<file path="config.mk">
export PLATFORM = sky130hd
export DESIGN_NAME = efuse_access_sequencer_flat
export DESIGN_NICKNAME = d
export VERILOG_FILES = /design/src/rtl/efuse_access_sequencer_if.sv /design/src/rtl/efuse_access_sequencer.sv /design/src/flat_wrapper.sv
export SDC_FILE = /design/constraint.sdc
export NUM_CORES = 1
export LEC_CHECK = 0
export CAP_MARGIN = 25
export CORE_MARGIN = 2
export CORE_UTILIZATION = 40
export CTS_CLUSTER_SIZE = 24
export DETAILED_ROUTE_END_ITERATION = 8
export PLACE_DENSITY = 0.85
export SLEW_MARGIN = 40
export SYNTH_ARGS = -nofsm -noshare
export SYNTH_HDL_FRONTEND = slang
export SYNTH_SLANG_ARGS = --single-unit
</file>
<file path="constraint.sdc">
create_clock -name clk -period 1.8 [get_ports clk]
set_input_delay 0.18 -clock clk [delete_from_list [all_inputs] [get_ports clk]]
set_output_delay 0.18 -clock clk [all_outputs]
set_load 0.01 [all_outputs]
</file>
<file path="src/rtl/efuse_access_sequencer_if.sv">
// Request/response and eFuse state-machine signals for efuse_access_sequencer.
// The sequencer takes the slave modport; the requesters and state machine take the master modport.
interface efuse_access_sequencer_if;
  localparam int unsigned DATA_W  = 32;
  localparam int unsigned KEY_W   = 8;
  localparam int unsigned TCKHP_W = 4;

  logic               al_req;
  logic               al_ack;
  logic               sc_req;
  logic               sc_cmd;
  logic [DATA_W-1:0]  sc_wdata;
  logic [KEY_W-1:0]   sc_key;
  logic [TCKHP_W-1:0] sc_tckhp;
  logic               sc_ack;
  logic               busy;
  logic [DATA_W-1:0]  rdata;
  logic               rdata_valid;
  logic               err_key;
  logic               err_timeout;
  logic [1:0]         sm_mode;
  logic               sm_start;
  logic [DATA_W-1:0]  sm_prog;
  logic [TCKHP_W-1:0] sm_tckhp;
  logic               sm_csb;
  logic               sm_sw_short;
  logic [DATA_W-1:0]  efuse_q;

  modport master (
    output al_req, sc_req, sc_cmd, sc_wdata, sc_key, sc_tckhp,
           sm_csb, sm_sw_short, efuse_q,
    input  al_ack, sc_ack, busy, rdata, rdata_valid, err_key, err_timeout,
           sm_mode, sm_start, sm_prog, sm_tckhp
  );

  modport slave (
    input  al_req, sc_req, sc_cmd, sc_wdata, sc_key, sc_tckhp,
           sm_csb, sm_sw_short, efuse_q,
    output al_ack, sc_ack, busy, rdata, rdata_valid, err_key, err_timeout,
           sm_mode, sm_start, sm_prog, sm_tckhp
  );
endinterface

</file>
<file path="src/rtl/efuse_access_sequencer.sv">
// Arbitrates autoload and slow-control requests onto the shared eFuse control
// state machine, sequencing its mode/start handshake and capturing read data.
module efuse_access_sequencer #(
  parameter logic [7:0]  UNLOCK_KEY = 8'hA5,
  parameter int unsigned READ_HOLD  = 8,
  parameter logic [11:0] TIMEOUT    = 12'd4000
) (
  input  logic                   clk,
  input  logic                   rst,
  efuse_access_sequencer_if.slave bus
);

  localparam int unsigned DATA_W  = 32;
  localparam int unsigned TCKHP_W = 4;
  localparam int unsigned HOLD_W  = 8;
  localparam int unsigned WDOG_W  = 12;
  localparam logic [HOLD_W-1:0] HOLD_LAST = HOLD_W'(READ_HOLD - 1);
  localparam logic [WDOG_W-1:0] WDOG_LAST = TIMEOUT - WDOG_W'(1);

  typedef enum logic [2:0] {
    S_IDLE, S_GRANT, S_WR_REQ, S_WR_RUN, S_RD_REQ, S_RD_HOLD, S_RD_REL, S_DONE
  } state_t;

  state_t               r_state,        w_state_nxt;
  logic                 r_gnt_al,       w_gnt_al_nxt;
  logic                 r_cmd_wr,       w_cmd_wr_nxt;
  logic                 r_key_ok,       w_key_ok_nxt;
  logic                 r_seen_low,     w_seen_low_nxt;
  logic [HOLD_W-1:0]    r_hold_cnt,     w_hold_cnt_nxt;
  logic [WDOG_W-1:0]    r_wdog,         w_wdog_nxt;
  logic                 r_al_ack,       w_al_ack_nxt;
  logic                 r_sc_ack,       w_sc_ack_nxt;
  logic                 r_busy,         w_busy_nxt;
  logic [DATA_W-1:0]    r_rdata,        w_rdata_nxt;
  logic                 r_rdata_valid,  w_rdata_valid_nxt;
  logic                 r_err_key,      w_err_key_nxt;
  logic                 r_err_timeout,  w_err_timeout_nxt;
  logic [1:0]           r_sm_mode,      w_sm_mode_nxt;
  logic                 r_sm_start,     w_sm_start_nxt;
  logic [DATA_W-1:0]    r_sm_prog,      w_sm_prog_nxt;
  logic [TCKHP_W-1:0]   r_sm_tckhp,     w_sm_tckhp_nxt;
  logic                 w_timeout;
  logic                 w_wait_state;

  // State and registered outputs
  always_ff @(posedge clk or negedge rst) begin
    if (!rst) begin
      r_state       <= S_IDLE;
      r_gnt_al      <= 1'b0;
      r_cmd_wr      <= 1'b0;
      r_key_ok      <= 1'b0;
      r_seen_low    <= 1'b0;
      r_hold_cnt    <= '0;
      r_wdog        <= '0;
      r_al_ack      <= 1'b0;
      r_sc_ack      <= 1'b0;
      r_busy        <= 1'b0;
      r_rdata       <= '0;
      r_rdata_valid <= 1'b0;
      r_err_key     <= 1'b0;
      r_err_timeout <= 1'b0;
      r_sm_mode     <= 2'b00;
      r_sm_start    <= 1'b0;
      r_sm_prog     <= '0;
      r_sm_tckhp    <= '0;
    end else begin
      r_state       <= w_state_nxt;
      r_gnt_al      <= w_gnt_al_nxt;
      r_cmd_wr      <= w_cmd_wr_nxt;
      r_key_ok      <= w_key_ok_nxt;
      r_seen_low    <= w_seen_low_nxt;
      r_hold_cnt    <= w_hold_cnt_nxt;
      r_wdog        <= w_wdog_nxt;
      r_al_ack      <= w_al_ack_nxt;
      r_sc_ack      <= w_sc_ack_nxt;
      r_busy        <= w_busy_nxt;
      r_rdata       <= w_rdata_nxt;
      r_rdata_valid <= w_rdata_valid_nxt;
      r_err_key     <= w_err_key_nxt;
      r_err_timeout <= w_err_timeout_nxt;
      r_sm_mode     <= w_sm_mode_nxt;
      r_sm_start    <= w_sm_start_nxt;
      r_sm_prog     <= w_sm_prog_nxt;
      r_sm_tckhp    <= w_sm_tckhp_nxt;
    end
  end

  // Next state; outputs are derived from the state being entered so they line up with it
  always_comb begin
    w_state_nxt       = r_state;
    w_gnt_al_nxt      = r_gnt_al;
    w_cmd_wr_nxt      = r_cmd_wr;
    w_key_ok_nxt      = r_key_ok;
    w_seen_low_nxt    = r_seen_low;
    w_rdata_nxt       = r_rdata;
    w_rdata_valid_nxt = r_rdata_valid;
    w_err_key_nxt     = r_err_key;
    w_err_timeout_nxt = r_err_timeout;
    w_sm_prog_nxt     = r_sm_prog;
    w_sm_tckhp_nxt    = r_sm_tckhp;
    w_timeout         = (r_wdog == WDOG_LAST);

    case (r_state)
      S_IDLE: begin
        if (bus.sm_csb && bus.sm_sw_short && (bus.al_req || bus.sc_req)) begin
          w_state_nxt       = S_GRANT;
          w_gnt_al_nxt      = bus.al_req;
          w_err_key_nxt     = 1'b0;
          w_err_timeout_nxt = 1'b0;
          w_seen_low_nxt    = 1'b0;
          if (bus.al_req) begin
            w_cmd_wr_nxt   = 1'b0;
            w_key_ok_nxt   = 1'b1;
            w_sm_prog_nxt  = '0;
            w_sm_tckhp_nxt = '0;
          end else begin
            w_cmd_wr_nxt   = bus.sc_cmd;
            w_key_ok_nxt   = (bus.sc_key == UNLOCK_KEY);
            w_sm_prog_nxt  = bus.sc_wdata;
            w_sm_tckhp_nxt = bus.sc_tckhp;
          end
          if (!w_cmd_wr_nxt) w_rdata_valid_nxt = 1'b0;
        end
      end
      S_GRANT: begin
        if (r_cmd_wr && !r_key_ok) begin
          w_state_nxt   = S_DONE;
          w_err_key_nxt = 1'b1;
        end else if (r_cmd_wr) begin
          w_state_nxt = S_WR_REQ;
        end else begin
          w_state_nxt = S_RD_REQ;
        end
      end
      S_WR_REQ: begin
        // The switch may already be closed by the time CSB falls
        if (!bus.sm_sw_short) w_seen_low_nxt = 1'b1;
        if (!bus.sm_csb) begin
          w_state_nxt = S_WR_RUN;
        end else if (w_timeout) begin
          w_state_nxt       = S_DONE;
          w_err_timeout_nxt = 1'b1;
        end
      end
      S_WR_RUN: begin
        if (!bus.sm_sw_short) w_seen_low_nxt = 1'b1;
        if (r_seen_low && bus.sm_csb && bus.sm_sw_short) begin
          w_state_nxt = S_DONE;
        end else if (w_timeout) begin
          w_state_nxt       = S_DONE;
          w_err_timeout_nxt = 1'b1;
        end
      end
      S_RD_REQ: begin
        if (!bus.sm_csb) begin
          w_state_nxt = S_RD_HOLD;
        end else if (w_timeout) begin
          w_state_nxt       = S_DONE;
          w_err_timeout_nxt = 1'b1;
        end
      end
      S_RD_HOLD: begin
        if (r_hold_cnt == HOLD_LAST) begin
          w_state_nxt       = S_RD_REL;
          w_rdata_nxt       = bus.efuse_q;
          w_rdata_valid_nxt = 1'b1;
        end
      end
      S_RD_REL: begin
        if (bus.sm_csb) begin
          w_state_nxt = S_DONE;
        end else if (w_timeout) begin
          w_state_nxt       = S_DONE;
          w_err_timeout_nxt = 1'b1;
        end
      end
      S_DONE:  w_state_nxt = S_IDLE;
      default: w_state_nxt = S_IDLE;
    endcase

    w_wait_state = (r_state == S_WR_REQ) || (r_state == S_WR_RUN) ||
                   (r_state == S_RD_REQ) || (r_state == S_RD_REL);

    if (w_state_nxt != r_state) w_wdog_nxt = '0;
    else if (w_wait_state)      w_wdog_nxt = r_wdog + WDOG_W'(1);
    else                        w_wdog_nxt = '0;

    if ((w_state_nxt == r_state) && (r_state == S_RD_HOLD)) w_hold_cnt_nxt = r_hold_cnt + HOLD_W'(1);
    else                                                    w_hold_cnt_nxt = '0;

    w_busy_nxt   = (w_state_nxt != S_IDLE) && (w_state_nxt != S_DONE);
    w_al_ack_nxt = (w_state_nxt == S_DONE) && r_gnt_al;
    w_sc_ack_nxt = (w_state_nxt == S_DONE) && !r_gnt_al;

    w_sm_mode_nxt  = 2'b00;
    w_sm_start_nxt = 1'b0;
    if (w_state_nxt == S_WR_REQ) begin
      w_sm_mode_nxt  = 2'b01;
      w_sm_start_nxt = 1'b1;
    end else if ((w_state_nxt == S_RD_REQ) || (w_state_nxt == S_RD_HOLD)) begin
      w_sm_mode_nxt = 2'b10;
    end
  end

  assign bus.al_ack      = r_al_ack;
  assign bus.sc_ack      = r_sc_ack;
  assign bus.busy        = r_busy;
  assign bus.rdata       = r_rdata;
  assign bus.rdata_valid = r_rdata_valid;
  assign bus.err_key     = r_err_key;
  assign bus.err_timeout = r_err_timeout;
  assign bus.sm_mode     = r_sm_mode;
  assign bus.sm_start    = r_sm_start;
  assign bus.sm_prog     = r_sm_prog;
  assign bus.sm_tckhp    = r_sm_tckhp;

endmodule

</file>
<file path="src/flat_wrapper.sv">
// flat-port wrapper written by rule: the top's interface ports become plain ports
module efuse_access_sequencer_flat 
#(
  parameter logic [7:0]  UNLOCK_KEY = 8'hA5,
  parameter int unsigned READ_HOLD  = 8,
  parameter logic [11:0] TIMEOUT    = 12'd4000
)
  (clk, rst, bus_al_req, bus_sc_req, bus_sc_cmd, bus_sc_wdata, bus_sc_key, bus_sc_tckhp, bus_sm_csb, bus_sm_sw_short, bus_efuse_q, bus_al_ack, bus_sc_ack, bus_busy, bus_rdata, bus_rdata_valid, bus_err_key, bus_err_timeout, bus_sm_mode, bus_sm_start, bus_sm_prog, bus_sm_tckhp);
  efuse_access_sequencer_if bus_i ();
  input  logic clk;
  input  logic rst;
  input wire logic [$bits(bus_i.al_req)-1:0] bus_al_req;
  input wire logic [$bits(bus_i.sc_req)-1:0] bus_sc_req;
  input wire logic [$bits(bus_i.sc_cmd)-1:0] bus_sc_cmd;
  input wire logic [$bits(bus_i.sc_wdata)-1:0] bus_sc_wdata;
  input wire logic [$bits(bus_i.sc_key)-1:0] bus_sc_key;
  input wire logic [$bits(bus_i.sc_tckhp)-1:0] bus_sc_tckhp;
  input wire logic [$bits(bus_i.sm_csb)-1:0] bus_sm_csb;
  input wire logic [$bits(bus_i.sm_sw_short)-1:0] bus_sm_sw_short;
  input wire logic [$bits(bus_i.efuse_q)-1:0] bus_efuse_q;
  output wire logic [$bits(bus_i.al_ack)-1:0] bus_al_ack;
  output wire logic [$bits(bus_i.sc_ack)-1:0] bus_sc_ack;
  output wire logic [$bits(bus_i.busy)-1:0] bus_busy;
  output wire logic [$bits(bus_i.rdata)-1:0] bus_rdata;
  output wire logic [$bits(bus_i.rdata_valid)-1:0] bus_rdata_valid;
  output wire logic [$bits(bus_i.err_key)-1:0] bus_err_key;
  output wire logic [$bits(bus_i.err_timeout)-1:0] bus_err_timeout;
  output wire logic [$bits(bus_i.sm_mode)-1:0] bus_sm_mode;
  output wire logic [$bits(bus_i.sm_start)-1:0] bus_sm_start;
  output wire logic [$bits(bus_i.sm_prog)-1:0] bus_sm_prog;
  output wire logic [$bits(bus_i.sm_tckhp)-1:0] bus_sm_tckhp;
  assign bus_i.al_req = bus_al_req;
  assign bus_i.sc_req = bus_sc_req;
  assign bus_i.sc_cmd = bus_sc_cmd;
  assign bus_i.sc_wdata = bus_sc_wdata;
  assign bus_i.sc_key = bus_sc_key;
  assign bus_i.sc_tckhp = bus_sc_tckhp;
  assign bus_i.sm_csb = bus_sm_csb;
  assign bus_i.sm_sw_short = bus_sm_sw_short;
  assign bus_i.efuse_q = bus_efuse_q;
  assign bus_al_ack = bus_i.al_ack;
  assign bus_sc_ack = bus_i.sc_ack;
  assign bus_busy = bus_i.busy;
  assign bus_rdata = bus_i.rdata;
  assign bus_rdata_valid = bus_i.rdata_valid;
  assign bus_err_key = bus_i.err_key;
  assign bus_err_timeout = bus_i.err_timeout;
  assign bus_sm_mode = bus_i.sm_mode;
  assign bus_sm_start = bus_i.sm_start;
  assign bus_sm_prog = bus_i.sm_prog;
  assign bus_sm_tckhp = bus_i.sm_tckhp;
  efuse_access_sequencer #(.UNLOCK_KEY(UNLOCK_KEY), .READ_HOLD(READ_HOLD), .TIMEOUT(TIMEOUT)) u_core (.clk(clk), .rst(rst), .bus(bus_i));
endmodule
</file>
; ---- Word level (Yosys, flattened, before mapping)
; Index checks and enable logic that the tools add are counted.
; Widths: inputs -> output; s select.
[totals]
reg_bits = 104
input_bits = 83
elab_cells = 111
out_inout_bits = 77
[op_classes]
n_reduce_logical = 30
muxes = 36
addsub = 2
n_eq_ne = 25
[ops]
columns = operator, count
row1 = $mux 32, 1
row2 = $mux 3, 9
row3 = $mux 12, 2
row4 = $pmux 3 s8, 1
row5 = $eq 3x3->1 const B, 7
row6 = $mux 1, 15
row7 = $add 12x1->12 const B, 1
row8 = $eq 12x12->1 const B, 1
row9 = $eq 3x2->1 const B, 3
row10 = $logic_and 1x1->1, 9
row11 = $add 8x1->8 const B, 1
row12 = $eq 8x3->1 const B, 1
row13 = $eq 8x8->1 const B, 1
row14 = $mux 8, 1
row15 = $ne 2x1->1 const B, 4
row16 = $ne 2x2->1 const B, 4
row17 = $pmux 1 s2, 3
row18 = $reduce_and 3->1, 2
row19 = $reduce_bool 2->1, 3
row20 = $logic_or 1x1->1, 5
row21 = $reduce_and 5->1, 1
row22 = $mux 2, 2
row23 = $mux 4, 1
row24 = $pmux 1 s4, 1
row25 = other kinds (11), 14

; ---- Logic depth before layout (Yosys ltp)
; Gate-level depths: netlist of the first run.
[logic_depth]
ltp_word = 8
depth_mapped = 8
ltp_nobuf = 7

; ---- Worst setup path after synthesis of the first run
; Ideal clock, no wire load.
[synth_timing]
path_type = register -> register
from = register u_core.r_hold_cnt[5]
to = register u_core.r_rdata[10] (netlist: u_core.bus.rdata[10])
setup_time_ns = 0.125
n_path_buf = 1
arrival_ns = 1.687
setup_slack_ns = -0.012
synth_period_minus_slack_ns = 1.812
path_stages_with_launch = 6
cell_sequence = dfrtp_1 nor4_2 nand4b_2 nor3_4 buf_4 mux2_2
[synth_between]
elab_chain_len = 2
[synth_rtl]
columns = item, line_no
row1 = start: declaration, efuse_access_sequencer.sv:29  ; logic [HOLD_W-1:0] r_hold_cnt, w_hold_cnt_nxt;
row2 = start signal: assignment, efuse_access_sequencer.sv:72  ; r_hold_cnt <= w_hold_cnt_nxt;
row3 = $eq 8x3->1, efuse_access_sequencer.sv:163  ; if (r_hold_cnt == HOLD_LAST) begin
row4 = $reduce_and 2->1 (no source line), --
row5 = end signal: assignment, efuse_access_sequencer.sv:77  ; r_rdata <= w_rdata_nxt;
row6 = end: declaration, efuse_access_sequencer.sv:34  ; logic [DATA_W-1:0] r_rdata, w_rdata_nxt;
; No other way between the ends.
; A chain may end at the register's enable or synchronous reset.

; ---- Final worst setup path of the first run
[layout_timing]
from = register u_core.r_hold_cnt[6]
to = register u_core.r_rdata[18] (netlist: u_core.bus.rdata[18])
; The elaborated chain is that of the path after synthesis.

==> run_results.csv, run 1 <==
group,metric,value,unit
global_route,first_global_vias,3655,
global_route,grt_first_pass_wirelength,17.5,mm
layout,drive_gt1_frac,0.216,
sta,fmax,518,MHz
global_route,grt_start_max_net_pins,45,
setup_path,critPathMaxStageDelay,420,ps
sta,maxSlewHeadroom,0.637,
run,drv_cap,0,
logic_synthesis,synth.top_cells.by_count,"103 x dfrtp_1, 87 x nand2_1, 36 x nand3b_1",
logic_synthesis,ys_seq_area_frac,0.586,
clocking,clockBufferDepth,2,
clocking,ctsHtreeMaxLevel,3,
drt,wl_per_cell,15.0,microns
setup_path,rr_endpoint,"u_core.bus.rdata[18]",
drt,ant_nets,0,
clocking,cts_inserted_buffers,9,
drt,via_count,3574,
logic_synthesis,synth_cells,390,
logic_synthesis,ys_async_sr_fraction,1.00,
logic_synthesis,synth.top_cells.by_area,"dfrtp_1 59%, mux2_2 7.7%, nand2_1 7.4%",
logic_synthesis,synth_ff_type,"dfrtp_1",
power,vdd_drop_max,0.714,mV
logic_synthesis,syn_area,4400,sq um
sta,hold_viol,0,
setup_path,reg2reg_depth,6,
floorplanning,die_w,109,microns
setup_path,cp_max_fo,11,
logic_synthesis,ys_ff_latch,103,
setup_path,critPathArrivalTime,2180,ps
clocking,cts_tree,"done",
floorplanning,ioPinCount,160,
layout,final_util,0.638,
floorplanning,dieArea,11800,sq um
sta,period_share,1.07,
logic_synthesis,synth_warnings,0,
drt,drc,0,
global_route,antenna_found_initial,0,
outcome,status,"complete, but fails checks",
clocking,cts-root-buf,"clkbuf_8",
global_route,grt-ovfl-total,0,
logic_synthesis,syn_area_per_cell,11.3,sq um
layout,area_growth,56.6,%
drt,drt_pass1_iterations,7,
floorplanning,die_h,109,microns
setup_path,crit_start,"u_core.r_hold_cnt[6]",
placement,gp_congestion,0.827,
global_route,gr-usage-all-layers,0.189,
setup_path,slowest_stage,"dfrtp_1",
logic_synthesis,synth_area_leader_cell,"dfrtp_1",
layout,n_antenna_cell,0,
sta,tightest_slew,544,ps
setup_path,critPathKind,"reg2reg",
sta,worst_slack,-130,ps
outcome,failed_checks,"setup timing",
clocking,cts_sinks,103,
logic_synthesis,synth_top_area_frac,0.586,
power,p_per_area,1140,nW/um^2
clocking,clk_pin_slew,90,ps
logic_synthesis,synth-edff-count,0,
placement,port_buffers,159,
drt,drt_iter0_drc,131,
worst_hold_path,hp-class,"in2async",
floorplanning,initial_core_util,0.407,
sta,final.setup_skew,11.7,ps
placement,pre_cts_ws,-199,ps
setup_path,start_kind,"register",
setup_path,rr_startpoint,"u_core.r_hold_cnt[6]",
drt,routed_via_density,4.91,
placement,dp_hpwl,7.64,mm
sta,period_minus_slack,1930,ps
floorplanning,coreArea,10800,sq um
setup_path,required,2050,ps
clocking,clk-insertion-delay-late,360,ps
setup_path,end_kind,"register",
layout,nNetsFinal,668,
logic_synthesis,syn_nets,475,
setup_path,regToRegSetupSlack,-130,ps
drt,drt_wl_total,10.9,mm
sta,slew_viol_final,0,
logic_synthesis,synth_cell_types,49,
floorplanning,row_count,38,
power,leakagePower,3.12,nW
sta,rsz0062_at_grt,"yes",
setup_path,crit_chain,"nor4_4 > nand4b_4 > nor3_4 > buf_4 > buf_16 > mux2_2",
logic_synthesis,synth.most_common_cell,"dfrtp_1",
setup_path,crit_path_end,"u_core.bus.rdata[18]",
sta,setup_violations,49,
==> metrics by stage <==
step | cell area [sq um] | std cells | hold slack, ps | setup TNS, ps | total power (W)
4_1_cts | 6770 | 723 | 344 | -5200 | 0.00770
3_3_place_gp | 6290 | 697 | 198 | -5700 | 0.00571
6_report | 6890 | 728 | 345 | -4580 | 0.00787
3_5_place_dp | 6290 | 697 | 202 | -9390 | 0.00580
2_1_floorplan | 4400 | 390 | -116 | -276 | 0.00428
5_1_grt | 6890 | 728 | 344 | -9780 | 0.00836
==> worst min-delay path by stage <==
stage,startpoint,endpoint,cells after the start
global route,bus_sc_wdata[0],u_core.bus.sm_prog[0],3
CTS,rst,u_core.bus.sm_prog[30],2
floorplan,rst,u_core.bus.al_ack,0
global placement,rst,u_core.bus.sm_prog[26],1
finish,rst,u_core.bus.sm_prog[26],2
detailed placement,rst,u_core.bus.sm_prog[30],1
==> per-layer routing <==
metal / vias to the layer above / share of wire / track usage
met5: - / 0 / 0
met4: 0 / 0.015 / 0.0614
met3: 16 / 0.079 / 0.0508
met2: 141 / 0.49 / 0.320
met1: 1725 / 0.42 / 0.236
li1: 1692 / - / -
==> area by class of cell <==
class | instances | area, sq um
well taps | 140 | 175
flip-flops and latches | 103 | 2580
inverters | 4 | 15.0
repair buffers | 203 | 2020
fillers | 825 | 3910
clock inverters | 2 | 38.8
clock buffers | 14 | 163
multi-input cells | 262 | 1890
==> power breakdown <==
| group | internal [W] | switching, W |
|---|---|---|
| clock network | 0.000726 | 0.000774 |
| logic | 0.00173 | 0.00149 |
| registers | 0.00281 | 0.000342 |
==> timing repair <==
action,4_1_cts,5_1_grt
resized for setup,37,22
hold buffers,1,0
pin swaps,9,11
buffers inserted,7,5
cloned,2,0
endpoints found under the setup margin,48,50
endpoints found under the hold margin,41,0
==> state kept, by name, indices dropped and copies added (netlist names), 2 cells and up <==
signal,flops
u_core.bus.rdata,32
u_core.r_wdog,12
u_core.bus.sm_prog,32
u_core.bus.sm_tckhp,4
u_core.bus.sm_mode,2
u_core.r_state,3
u_core.r_hold_cnt,8
==> layout by cell type (no fill, tap or decap), drive strengths merged, types with 3 or more instances in the layout <==
cell type      netlist  layout
a21oi                4       4
nand3b              36      36
clkbuf              14      15
dfrtp              103     103
xor2                10      10
nand2               87      87
xnor2                7       7
mux2                32      32
and3                 4       4
nor3b                3       3
nor2                27      27
nand3               10      10
buf                  7      43
o21ai                7       7
nor3                 3       3
inv                  4       4
clkdlybuf4s50        0     158
==> cells by family (layout without fill, tap and decap cells) <==
group           after synthesis  in the layout  share of synthesized area
buf+inv                      25            223                     0.0324
mux                          32             32                     0.0820
simple gates                186            186                      0.218
flops                       103            103                      0.586
fa+ha+maj                     2              2                    0.00569
compound gates               25             25                     0.0415
xor+xnor                     17             17                     0.0339
==> worst max-delay path: cells and delay by family, from the launching register on <==
kind | cells | cell delay (ps)
buf+inv | 2 | 310
flops | 1 | 420
mux | 1 | 340
simple gates | 3 | 750
(Power assumes the default switching activity.)
==> inputs of run 2 (changes only) <==
--- a/config.mk
+++ b/config.mk
@@ -7,10 +7,11 @@
 export LEC_CHECK = 0
 export CAP_MARGIN = 25
 export CORE_MARGIN = 2
-export CORE_UTILIZATION = 40
-export CTS_CLUSTER_SIZE = 24
+export CORE_UTILIZATION = 45
+export CTS_CLUSTER_SIZE = 8
 export DETAILED_ROUTE_END_ITERATION = 8
-export PLACE_DENSITY = 0.85
+export DONT_BUFFER_PORTS = 1
+export PLACE_DENSITY = 0.71
 export SLEW_MARGIN = 40
 export SYNTH_ARGS = -nofsm -noshare
 export SYNTH_HDL_FRONTEND = slang
==> run 2 against run 1 <==
Effect of this change:
- the flow finishes with violations (hold timing, setup timing)
- cell area down 19%
- flip-flop and latch count unchanged
- wire length fell by 8.2%
- cell count decreased by 15%
- sequential power increased by 7.0%
- global-route usage is 0.14 points lower
- count of clock-buffer cells in the layout is 5 lower
- clock skew is 5.2 ps higher
- maximum frequency rose by 4.6%
- critical path type unchanged
- critical endpoint is now u_core.bus.rdata[4]
- largest power group is now sequential cells
==> run_results.csv, run 2 (synthesis results as in run 1) <==
group,metric,value,unit
outcome,status,"complete, but fails checks",
outcome,failed_checks,"hold timing, setup timing",
sta,period_share,1.03,
floorplanning,die_h,103,microns
sta,maxSlewHeadroom,0.671,
power,p_per_area,1130,nW/um^2
clocking,clockBufferDepth,2,
sta,slew_viol_final,0,
global_route,grt_first_pass_wirelength,15.4,mm
sta,tightest_slew,494,ps
sta,fmax,542,MHz
floorplanning,coreArea,9640,sq um
placement,postPlaceCellArea,4680,sq um
setup_path,critPathKind,"reg2reg",
clocking,cts_inserted_buffers,9,
setup_path,cp_max_fo,23,
sta,final.setup_skew,16.9,ps
global_route,use_met2,0.310,
clocking,clk_pin_slew,110,ps
global_route,antenna_found_initial,0,
sta,rsz0062_at_grt,"yes",
layout,area_growth,27.4,%
setup_path,end_kind,"register",
setup_path,critPathArrivalTime,2080,ps
clocking,cts_tree,"done",
sta,period_minus_slack,1850,ps
drt,routed_via_density,5.18,
global_route,grtUsageMet1,0.234,
setup_path,crit_start,"u_core.r_hold_cnt[5]",
placement,place_inst,530,
drt,wl_per_cell,16.2,microns
worst_hold_path,hp-class,"in2async",
sta,fin_hold_ws,-489,ps
global_route,first_global_vias,3231,
power,vdd_drop_max,0.668,mV
global_route,grt-ovfl-total,0,
drt,drt_pass1_iterations,4,
sta,hold_viol,103,
sta,fin_setup_tns,-983,ps
layout,stdcell_count,616,
layout,n_antenna_cell,0,
drt,via_count,3191,
setup_path,rr_startpoint,"u_core.r_hold_cnt[5]",
setup_path,required,2040,ps
floorplanning,die_w,103,microns
placement,port_buffers,0,
placement,dp_hpwl,6.33,mm
floorplanning,initial_core_util,0.456,
setup_path,start_kind,"register",
clocking,clk-insertion-delay-late,360,ps
placement,gp_congestion,0.851,
layout,fillCellCount,783,
floorplanning,row_count,36,
clocking,cts_sinks,103,
floorplanning,ioPinCount,160,
power,power.total,0.00633,W
layout,drive_gt1_frac,0.199,
sta,setup_violations,35,
layout,final_common_cell,"dfrtp_1",
drt,ant_nets,0,
drt,drc,0,
layout,stdcell_area,5600,sq um
global_route,gr-usage-all-layers,0.188,
layout,final_util,0.581,
floorplanning,dieArea,10600,sq um
global_route,grt_start_max_net_pins,104,
layout,final_cell_mix,"102 x dfrtp_1, 85 x nand2_1, 71 x dlygate4sd3_1, 36 x nand3b_1, 28 x mux2_2",
clocking,cts-root-buf,"clkbuf_8",
power,leakagePower,2.70,nW
drt,drt_wl_total,10.0,mm
run,drv_cap,0,
global_route,grt.busiest_layer,"met2",
drt,drt_iter0_drc,137,
layout,nNetsFinal,564,
global_route,use_met3,0.0576,
clocking,ctsHtreeMaxLevel,3,
sta,worst_slack,-45.9,ps
run 2: changes by cell type in the layout (fill, tap and decap cells not counted), moves of 3 or more:
cell,delta
nor2_2,+3
clkbuf_1,-3
dlygate4sd3_1,+70
nor2_4,-13
nor2_1,+10
clkdlybuf4s50_1,-158
buf_4,-11
run 2: what timing repair did:
action | 4_1_cts | 5_1_grt
hold buffers | 71 | 1
endpoints found under the setup margin | 46 | 55
buffers inserted | 0 | 0
hold endpoints to repair | 174 | 104
resized for setup | 6 | 6
pin swaps | 0 | 2
run 2: layout make-up:
type / instances / area [sq um] / area share
Tap cell: 133 / 166 / 0.0297
Sequential cell: 103 / 2580 / 0.460
Clock inverter: 6 / 52.6 / 0.00938
Inverter: 4 / 15.0 / 0.00268
Multi-Input combinational cell: 262 / 1720 / 0.307
Clock buffer: 9 / 124 / 0.0221
Timing Repair Buffer: 99 / 947 / 0.169
run 2: per-layer routing:
metal,routed length [microns],up-vias
met2,4850,160
met3,918,14
met4,146,0
met1,4080,1530
met5,0,-
li1,-,1487
run 2: report_power, final:
group / internal, W / leakage [nW] / switching, W
logic: 0.000784 / 1.23 / 0.000831
registers: 0.00281 / 1.38 / 0.000576
clock network: 0.000520 / 0.0895 / 0.000811
total: 0.00411 / 2.70 / 0.00222
run 2: critical path: stages (launching register included):
cell and delay (ps):
dfrtp_1 400, nor4_2 300, nand4b_2 230, nor3_4 230
buf_12 210, mux2_2 350
run 2: worst paths after layout:
check	slack, ps	to	depth (start not counted)
setup reg to reg	-50	u_core.bus.rdata[4]	5
hold reg to reg	440	u_core.bus.sc_ack	1
min in group clk	10	u_core.r_key_ok	2
setup / recovery	-50	u_core.bus.rdata[4]	5
max in group asynchronous	2120	u_core.r_wdog[8]	0
hold / removal	-490	u_core.bus.rdata[17]	0
run 2: stage by stage:
stage	setup WS (ps)	hold WS, ps
final	-45.9	-489
after global routing	-136	-526
after CTS	-58.3	-518
after detailed placement	-50.3	-113
after global placement	-6.41	-112
after floorplan	-11.5	-116
